**src/rtl/add_arbiter_pkg.sv**
```systemverilog
// rtl/add_arbiter_pkg.sv - shared types and constants for the two-way adder arbiter
package add_arbiter_pkg;

  typedef enum logic [1:0] {
    IDLE = 2'd0,
    EXEC = 2'd1,
    RESP = 2'd2
  } state_t;

  typedef logic req_id_t;

  // Reset to requester 1 so that requester 0 wins the first tie
  localparam req_id_t RESET_LAST_GRANT = 1'b1;

endpackage

```
**src/rtl/add_arbiter_rr_pick.sv**
```systemverilog
// rtl/add_arbiter_rr_pick.sv - combinational two-way round-robin picker
import add_arbiter_pkg::*;

module add_arbiter_rr_pick (
  input  logic [1:0] valid,
  input  req_id_t    last_grant,
  output logic       grant_valid,
  output req_id_t    grant_id
);

  always_comb begin
    grant_valid = |valid;
    grant_id    = 1'b0;
    if (valid == 2'b11) begin
      grant_id = ~last_grant;
    end else if (valid[1]) begin
      grant_id = 1'b1;
    end
  end

endmodule

```
**src/rtl/add_arbiter.sv**
```systemverilog
// rtl/add_arbiter.sv - round-robin sequencer sharing one adder; ADD_ARBITER_SATURATE_EN clamps overflowing sums
import add_arbiter_pkg::*;

module add_arbiter #(
  parameter int WIDTH = 8
) (
  input  logic             clk,
  input  logic             rst_n,
  input  logic             req0_valid,
  input  logic [WIDTH-1:0] req0_a,
  input  logic [WIDTH-1:0] req0_b,
  output logic             req0_ready,
  input  logic             req1_valid,
  input  logic [WIDTH-1:0] req1_a,
  input  logic [WIDTH-1:0] req1_b,
  output logic             req1_ready,
  output logic             rsp_valid,
  output logic [WIDTH-1:0] rsp_data,
  output logic             rsp_carry,
  output req_id_t          rsp_id,
  input  logic             rsp_ready
);

  state_t           state_q, state_d;
  logic [WIDTH-1:0] op_a, op_b;
  req_id_t          op_id;
  req_id_t          last_grant;
  logic             grant_valid;
  req_id_t          grant_id;
  logic             accept;
  logic [WIDTH:0]   sum_full;
  logic [WIDTH-1:0] sum_out;

  add_arbiter_rr_pick u_pick (
    .valid       ({req1_valid, req0_valid}),
    .last_grant  (last_grant),
    .grant_valid (grant_valid),
    .grant_id    (grant_id)
  );

  // Readies are gated by rst_n so nothing is accepted while reset is held
  assign accept     = rst_n && (state_q == IDLE) && grant_valid;
  assign req0_ready = accept && (grant_id == 1'b0);
  assign req1_ready = accept && (grant_id == 1'b1);

  assign sum_full = {1'b0, op_a} + {1'b0, op_b};

`ifdef ADD_ARBITER_SATURATE_EN
  assign sum_out = sum_full[WIDTH] ? {WIDTH{1'b1}} : sum_full[WIDTH-1:0];
`else
  assign sum_out = sum_full[WIDTH-1:0];
`endif

  always_comb begin
    state_d = state_q;
    case (state_q)
      IDLE:    if (accept) state_d = EXEC;
      EXEC:    state_d = RESP;
      RESP:    if (rsp_ready) state_d = IDLE;
      default: state_d = IDLE;
    endcase
  end

  always_ff @(posedge clk) begin
    if (!rst_n) begin
      state_q    <= IDLE;
      op_a       <= '0;
      op_b       <= '0;
      op_id      <= 1'b0;
      last_grant <= RESET_LAST_GRANT;
      rsp_valid  <= 1'b0;
      rsp_data   <= '0;
      rsp_carry  <= 1'b0;
      rsp_id     <= 1'b0;
    end else begin
      state_q <= state_d;
      if (accept) begin
        op_a       <= grant_id ? req1_a : req0_a;
        op_b       <= grant_id ? req1_b : req0_b;
        op_id      <= grant_id;
        last_grant <= grant_id;
      end
      if (state_q == EXEC) begin
        rsp_valid <= 1'b1;
        rsp_data  <= sum_out;
        rsp_carry <= sum_full[WIDTH];
        rsp_id    <= op_id;
      end else if (state_q == RESP && rsp_ready) begin
        rsp_valid <= 1'b0;
      end
    end
  end

endmodule

```
**config.mk**
```make
export PLATFORM = sky130hd
export DESIGN_NAME = add_arbiter
export DESIGN_NICKNAME = d
export VERILOG_FILES = /design/src/rtl/add_arbiter_pkg.sv /design/src/rtl/add_arbiter_rr_pick.sv /design/src/rtl/add_arbiter.sv
export SDC_FILE = /design/constraint.sdc
export NUM_CORES = 1
export LEC_CHECK = 0
export BUFFER_PORTS_ARGS = -buffer_cell sky130_fd_sc_hd__buf_2
export CORE_ASPECT_RATIO = 1.25
export CORE_UTILIZATION = 57
export CTS_BUF_LIST = sky130_fd_sc_hd__clkbuf_2
export DETAILED_ROUTE_END_ITERATION = 7
export GPL_TIMING_DRIVEN = 0
export PLACE_DENSITY = 0.87
export SLEW_MARGIN = 15
export SYNTH_ARGS = -nofsm -noshare
export SYNTH_HDL_FRONTEND = slang
export SYNTH_HIERARCHICAL = 1
export SYNTH_SLANG_ARGS = --single-unit
```
**constraint.sdc**
```tcl
create_clock -name clk -period 3.8 [get_ports clk]
set_input_delay 0.57 -clock clk [delete_from_list [all_inputs] [get_ports clk]]
set_output_delay 0.57 -clock clk [all_outputs]
set_load 0.01 [all_outputs]
```
==> results.ini, run 1 <==
[worst_setup_path]
start_kind=register
worstRegToRegCells=6
reg2reg_from=op_a[0]$_SDFFE_PN0P_
worstSetupPathType=register to primary output
endpoint_kind=primary output
required_ns=3.23
arrival_ns=1.62
rrSetupSlack_ns=2.18
critPathLaunch=last_grant$_SDFFE_PN1P_
r2r-end=rsp_data[6]$_SDFFE_PN0P_
crit_fanout=10

[outcome]
status=completed

[clocking]
cts_buffers=5
cts.sinks=31
clockBufferDepth=2
cts.clk_slew.worst_paths_ns=0.16
hold_buffers=0
clk-insertion-delay-late_ns=0.37
clockRootBuffer=clkbuf_2
cts_tree=built
cts_resized=0
cts_max_level=2
postCtsSetupRepairBufs=0

[die]
core_um2=2710
fp-row-count=21
die_x_um=50.1
pin_count=50
die_area_um2=3110
start_util_pct=60.8
die_h_um=62.1

[synth]
syn_area_per_cell_um2=9.57
yosysWarnings=6
synthesis.nets=218
synth_area_leader_cell=dfxtp_1
async_flop_share_pct=0
synth_seq_cells=31
synth-edff-count=0
synthFlopType=dfxtp_1
yosysSeqAreaShare_pct=37.7
synth_area_um2=1650
syn_inst=172
synth.top_cell.area_share_pct=37.7
synthDistinctLibCells=40
yosys-top-cells-area=dfxtp_1, o211a_1, mux2i_1

[global_route]
grtUsageTotal_pct=23.3
grt_max_degree=11
overflow=0
grt_pass1_vias=1207
antenna_found_initial=0
grt_first_pass_wirelength_um=5240

[sta]
whs_ns=0.483
drv_slew=0
hold_violations=0
rsz0062_at_grt=false
skew_ns=0.0177
period_needed_ns=2.19
fin_tns_setup_ns=0
relSlewSlack_pct=65.1
fin_crit_sh_pct=57.5
worst_pin_slew_ns=0.524
fmax_ghz=0.457
setup_viol=0

[place]
dp_hpwl_um=2530
gp_congestion=0.745
portBuffers=49

[detailed_routing]
avgRoutedWirePerCell_um=12.5
first_pass_iters=4
drt-initial-drc-count=16
drt_wl_total_um=3290
drtAntennaViolNets=0
vias=1404
drc=0
via_per_inst=5.34

[power_and_ir_drop]
power_leakage_nw=1.09
p_per_area_nw_per_um2=360
ir_drop_mv=0.266

[cells_and_area]
final_common_cell=buf_2
layout_common_cells=buf_2, dfxtp_1, nand2_1
area_growth_pct=19.8
n_fill_cell=227
nets=274
diodes=0
drive_above_1_share_pct=31.4

[worst_hold_path]
hold_path_class=register to register
min_to=rsp_data[4]$_SDFFE_PN0P_
whs_path_depth=2
worstHoldStart=rsp_data[4]$_SDFFE_PN0P_

[job]
max_cap_viol_count=0

-- final cells by class --
cell class | instances | area (um^2) | area share (%)
clock inverter | 2 | 7.51 | 0.381
inverter | 6 | 22.5 | 1.14
clock buffer | 6 | 30.0 | 1.52
timing repair buffer | 49 | 245 | 12.4
tap | 34 | 42.5 | 2.16
sequential | 31 | 621 | 31.5
buffer | 10 | 60.1 | 3.05
multi-input combinational | 125 | 942 | 47.8
-- registers in the layout, indices dropped and copies added (netlist names), 2 cells and up --
register  cells
state_q       2
op_b          8
rsp_data      8
op_a          8
-- worst max-delay path by stage --
stage | cells after the start | to
after floorplan | 5 | req1_ready
after global placement | 7 | req1_ready
after detailed placement | 7 | req1_ready
after CTS | 6 | req1_ready
after global routing | 6 | req1_ready
final | 6 | req1_ready
-- worst max-delay path: stages, from the launching register on --
cell	delay, ns
dfxtp_1	0.35
a21boi_1	0.14
buf_4	0.22
buf_4	0.23
nand2_1	0.11
inv_1	0.06
buf_2	0.12
-- routing by layer --
metal	share of wire, %	up-vias	GRT usage [%]
li1	-	729	-
met1	46	634	26.0
met2	48	33	41.1
met3	3.6	8	6.57
met4	2.2	0	11.4
met5	0	-	0
-- synth_stat cells, types with 3 or more instances --
cell type,instances
buf_4,6
nor2_1,3
nand2_1,29
clkbuf_1,4
dfxtp_1,31
a21oi_1,6
xnor2_1,3
o211a_1,17
a21boi_0,4
ha_1,8
mux2i_1,16
nand3_1,5
o21ai_0,6
inv_1,5
-- logic make-up (layout without fill, tap and decap cells) --
group / count (synthesis) / after routing / share of synthesized area, %
and+or+nand+nor: 46 / 46 / 12.5
adders and majority gates: 9 / 9 / 7.30
AOI/OAI and AO/OA: 48 / 48 / 24.0
buffers and inverters: 16 / 73 / 5.02
muxes: 18 / 18 / 11.3
xor gates and xnor gates: 4 / 4 / 2.13
DFF: 31 / 31 / 37.7
-- power by group --
group	switching (mW)	internal, mW	leakage (nW)	total (mW)
combinational	0.0956	0.0882	0.810	0.184
sequential	0.0187	0.355	0.255	0.373
clock	0.108	0.0442	0.0281	0.152
total	0.223	0.487	1.09	0.710
-- per-stage QoR --
stage	std cells	setup slack (ns)	util (%)	power (mW)	area, um^2
6_report	263	1.61	72.8	0.710	1970
5_1_grt	263	1.48	72.8	0.751	1970
4_1_cts	263	1.58	72.8	0.713	1970
3_5_place_dp	255	1.67	71.4	0.564	1930
3_3_place_gp	255	1.67	71.4	0.559	1930
2_1_floorplan	172	1.96	-	0.507	1650
No activity file was read; power rests on OpenSTA's default activity.
==> run 2, diff against run 1 <==
--- a/config.mk
+++ b/config.mk
@@ -7,11 +7,11 @@
 export LEC_CHECK = 0
 export BUFFER_PORTS_ARGS = -buffer_cell sky130_fd_sc_hd__buf_2
 export CORE_ASPECT_RATIO = 1.25
-export CORE_UTILIZATION = 57
+export CORE_UTILIZATION = 48
 export CTS_BUF_LIST = sky130_fd_sc_hd__clkbuf_2
 export DETAILED_ROUTE_END_ITERATION = 7
 export GPL_TIMING_DRIVEN = 0
-export PLACE_DENSITY = 0.87
+export PLACE_DENSITY = 0.78
 export SLEW_MARGIN = 15
 export SYNTH_ARGS = -nofsm -noshare
 export SYNTH_HDL_FRONTEND = slang
==> constraint.sdc (replaced) <==
create_clock -name clk -period 1.94 [get_ports clk]
set_input_delay 0.291 -clock clk [delete_from_list [all_inputs] [get_ports clk]]
set_output_delay 0.291 -clock clk [all_outputs]
set_load 0.01 [all_outputs]
==> run 2 against run 1 <==
Sequential power increased by 96%. Critical path type unchanged. Flip-flop and latch count did not move. Critical path depth fell by 1. Register-to-register slack lost 1.9 ns. Final area fell by 0.19%. Critical endpoint unchanged. Sequential share of layout area is 0.060 points higher. Clock skew is 0.0072 ns lower. Combinational power up 92%. Via count decreased by 0.71%.
==> results.ini, run 2 (synthesized netlist as in run 1, its figures left out) <==
[sta]
fmax_ghz=0.580
period_needed_ns=1.73
relSlewSlack_pct=64.2
hold_violations=0
fin_crit_sh_pct=88.9
rsz0062_at_grt=false
fin_tns_setup_ns=0
drv_slew=0
worst_pin_slew_ns=0.537
setup_viol=0
skew_ns=0.0105
whs_ns=0.245

[cells_and_area]
regArea_um2=621
nets=273
reg_top3=op_a x8, op_b x8, rsp_data x8
multi_input_area_um2=942
n_fill_cell=300
layout_common_cells=buf_2, dfxtp_1, nand2_1
diodes=0
drive_above_1_share_pct=31.3
area_growth_pct=19.5
final_common_cell=buf_2

[worst_setup_path]
worst_path_dominant_cell_family=buffers and inverters
crit_fanout=18
critPathLaunch=last_grant$_SDFFE_PN1P_
endpoint=req1_ready
arrival_ns=1.43
r2r-end=rsp_data[6]$_SDFFE_PN0P_
required_ns=1.65
rrSetupSlack_ns=0.27
cp_slowest_stage_delay_ns=0.34
critical-path-slowest-cell=dfxtp_1
path_cells=a21boi_1 -> buf_6 -> nand2_1 -> inv_1 -> buf_2
cp.depth=5
start_kind=register
worstRegToRegCells=6
endpoint_kind=primary output
crit_buf_inv=3
worstSetupPathType=register to primary output
reg2reg_from=op_a[0]$_SDFFE_PN0P_

[global_route]
overflow=0
grtUsageTotal_pct=20.4
grt_pass1_vias=1254
grt_max_degree=11
antenna_found_initial=0
grt_first_pass_wirelength_um=5260

[outcome]
status=completed

[die]
fp-row-count=23
start_util_pct=50.6
die_area_um2=3670
die_x_um=54.4
die_h_um=67.5
core_um2=3250
pin_count=50

[job]
max_cap_viol_count=0

[clocking]
hold_buffers=0
clockBufferDepth=2
cts.clk_slew.worst_paths_ns=0.16
postCtsSetupRepairBufs=0
cts_tree=built
clockRootBuffer=clkbuf_2
cts.sinks=31
cts_max_level=2
clk-insertion-delay-late_ns=0.37
cts_buffers=5

[detailed_routing]
first_pass_iters=4
drt-initial-drc-count=18
drt_wl_total_um=3170
drtAntennaViolNets=0
via_per_inst=5.28
vias=1394
avgRoutedWirePerCell_um=12.0
drc=0

[power_and_ir_drop]
p_total_mw=1.37
ir_drop_mv=0.500
power_leakage_nw=1.09
p_per_area_nw_per_um2=698

[place]
dp_hpwl_um=2510
gp_congestion=0.736
portBuffers=49

[worst_hold_path]
hold_path_class=input port to register

## run 2: worst min-delay path by stage
stage | startpoint | endpoint | slack, ns | cells past startpoint
after floorplan | last_grant$_SDFFE_PN1P_ | last_grant$_SDFFE_PN1P_ | 0.44 | 2
after global placement | rsp_id$_SDFFE_PN0P_ | rsp_id$_SDFFE_PN0P_ | 0.45 | 2
after detailed placement | rsp_id$_SDFFE_PN0P_ | rsp_id$_SDFFE_PN0P_ | 0.46 | 2
after CTS | req0_b[2] | op_b[2]$_SDFFE_PN0P_ | 0.24 | 4
after global routing | req0_b[2] | op_b[2]$_SDFFE_PN0P_ | 0.25 | 4
final | req0_b[2] | op_b[2]$_SDFFE_PN0P_ | 0.25 | 4
## run 2: final cells by class
cell class                      instances  area share [%]
Tap cell                               37            2.35
Timing Repair Buffer                   49            12.5
Sequential cell                        31            31.6
Clock inverter                          2           0.445
Buffer                                  9            2.86
Inverter                                6            1.15
Multi-Input combinational cell        125            47.9
Clock buffer                            5            1.27
## run 2: worst register-to-register path: cells and delay by family, from the launching register on
kind,cells,cell delay (ns)
compound gates,3,0.48
fa+ha+maj,2,0.62
flops,1,0.35
simple gates,1,0.14
## run 2: per-layer routing
metal,vias to the layer above,track usage [%],wire (um)
met5,-,0,0
met4,0,11.5,76
met3,8,4.05,147
met2,43,33.8,1530
met1,616,23.7,1420
li1,727,-,-
## run 2: repair_timing
item | CTS | global route
hold endpoints to repair | 0 | 0
gates resized for setup | 0 | 1
endpoints found under the setup margin | 0 | 2
## run 2: power by group
part | total [mW] | switching [mW] | internal [mW]
logic | 0.353 | 0.182 | 0.171
clock network | 0.290 | 0.214 | 0.0760
registers | 0.730 | 0.0348 | 0.695
## run 2: through the flow
step / std cells / util, % / instance area [um^2] / worst slack, ns
after floorplan: 172 / - / 1650 / 0.410
after global placement: 258 / 59.6 / 1940 / 0.332
after detailed placement: 258 / 59.6 / 1940 / 0.313
after CTS: 265 / 60.6 / 1970 / 0.00447
after global routing: 264 / 60.5 / 1970 / 0.0742
final: 264 / 60.5 / 1970 / 0.215
==> run 3, diff against run 2 <==
--- a/config.mk
+++ b/config.mk
@@ -7,11 +7,10 @@
 export LEC_CHECK = 0
 export BUFFER_PORTS_ARGS = -buffer_cell sky130_fd_sc_hd__buf_2
 export CORE_ASPECT_RATIO = 1.25
-export CORE_UTILIZATION = 48
-export CTS_BUF_LIST = sky130_fd_sc_hd__clkbuf_2
+export CORE_UTILIZATION = 46
 export DETAILED_ROUTE_END_ITERATION = 7
 export GPL_TIMING_DRIVEN = 0
-export PLACE_DENSITY = 0.78
+export PLACE_DENSITY = 0.76
 export SLEW_MARGIN = 15
 export SYNTH_ARGS = -nofsm -noshare
 export SYNTH_HDL_FRONTEND = slang
==> run 3 against run 2 <==
Critical path depth is the same. Wire length rose by 1.3%. Sequential power barely moved. Register-to-register slack improved by 0.05 ns. Largest cell class unchanged. Highest routed layer unchanged.
==> results.ini, run 3 (synthesized netlist as in run 1, its figures left out) <==
[place]
gp_congestion=0.800
portBuffers=49
dp_hpwl_um=2550
place_inst=258
place_area_um2=1940

[cells_and_area]
diodes=0
finish.utilization_pct=61.3
layout_common_cells=buf_2, dfxtp_1, nand2_1
final_cell_area_um2=2030
area_growth_pct=23.3
reg_top3=op_a x8, op_b x8, rsp_data x8
n_fill_cell=318
nets=273
instances_no_fill=265
drive_above_1_share_pct=31.6
final_common_cell=buf_2

[global_route]
grt_pass1_vias=1261
grt_first_pass_wirelength_um=5530
grtUsageTotal_pct=19.3
overflow=0
antenna_found_initial=0
grt_max_degree=11

[outcome]
status=completed

[die]
die_h_um=68.9
fp-row-count=23
die_area_um2=3820
pin_count=50
die_x_um=55.5
start_util_pct=49.7
core_um2=3310

[detailed_routing]
drc=0
via_per_inst=5.26
drtAntennaViolNets=0
drt-initial-drc-count=15
avgRoutedWirePerCell_um=12.1
first_pass_iters=4
drt_wl_total_um=3210
vias=1393

[clocking]
clk-insertion-delay-late_ns=0.28
clockRootBuffer=clkbuf_8
cts_tree=built
hold_buffers=0
cts_max_level=2
cts_resized=0
cts_buffers=5
clockBufferDepth=2
cts.sinks=31
cts.clk_slew.worst_paths_ns=0.06

[power_and_ir_drop]
ir_drop_mv=0.595
power_leakage_nw=1.11
p_total_mw=1.64
p_per_area_nw_per_um2=808

[worst_setup_path]
start_kind=register
arrival_ns=1.39
worstSetupPathType=register to primary output
worst_path_dominant_cell_family=buffers and inverters
crit_fanout=18
critical-path-slowest-cell=dfxtp_1
required_ns=1.65
crit_buf_inv=3
cp_slowest_stage_delay_ns=0.31
path_cells=a21boi_1 -> buf_4 -> nand2_1 -> inv_1 -> buf_2
endpoint_kind=primary output

[job]
max_cap_viol_count=0

[sta]
hold_violations=0
skew_ns=0.00238
fin_tns_setup_ns=0
relSlewSlack_pct=65.1
setup_viol=0
rsz0062_at_grt=false
fmax_ghz=0.593
fin_crit_sh_pct=86.9
drv_slew=0
period_needed_ns=1.69
worst_pin_slew_ns=0.523

[worst_hold_path]
hold_path_class=input port to register

-- run 3: what timing repair did --
item | 4_1_cts | 5_1_grt
endpoints found under the setup margin | 0 | 1
hold endpoints to repair | 0 | 0
buffers inserted | 0 | 0
-- run 3: worst paths after layout --
kind                                               from                        to  slack (ns)  depth (start not counted)
worst max-delay path            last_grant$_SDFFE_PN1P_                req1_ready        0.25                          5
worst min-delay path                          req0_b[5]      op_b[5]$_SDFFE_PN0P_        0.35                          4
worst max register to register     op_a[0]$_SDFFE_PN0P_  rsp_data[6]$_SDFFE_PN0P_        0.32                          6
worst min register to register      rsp_id$_SDFFE_PN0P_       rsp_id$_SDFFE_PN0P_        0.46                          2
-- run 3: power by group --
part	switching [mW]	internal [mW]	total, mW
logic	0.183	0.170	0.353
registers	0.0361	0.695	0.731
clock network	0.232	0.323	0.555
-- run 3: cell type report --
| cell class | count | area [um^2] | share of cell area [%] |
|---|---|---|---|
| Tap cell | 37 | 46.3 | 2.28 |
| Sequential cell | 31 | 621 | 30.6 |
| Buffer | 9 | 52.6 | 2.59 |
| Multi-Input combinational cell | 125 | 942 | 46.4 |
| Timing Repair Buffer | 49 | 245 | 12.1 |
| Clock buffer | 8 | 100 | 4.93 |
| Inverter | 6 | 22.5 | 1.11 |
-- run 3: metal layers --
layer / global-route usage (%) / share of wire (%) / up-vias
li1: - / - / 724
met2: 35.4 / 49 / 36
met3: 5.60 / 4.4 / 4
met5: 0 / 0 / -
met4: 10.3 / 1.7 / 0
met1: 20.4 / 45 / 629
-- run 3: per-stage QoR --
step | setup slack [ns] | hold slack [ns]
CTS | 0.105 | 0.340
floorplan | 0.410 | 0.441
global route | 0.0855 | 0.349
finish | 0.255 | 0.347
detailed placement | 0.328 | 0.454
global placement | 0.343 | 0.450
-- run 3: worst register-to-register path, delay by kind of cell, from the launching register on --
family | cells | cell delay (ns)
adders and majority gates | 2 | 0.62
and+or+nand+nor | 1 | 0.13
DFF | 1 | 0.32
AOI/OAI and AO/OA | 3 | 0.46
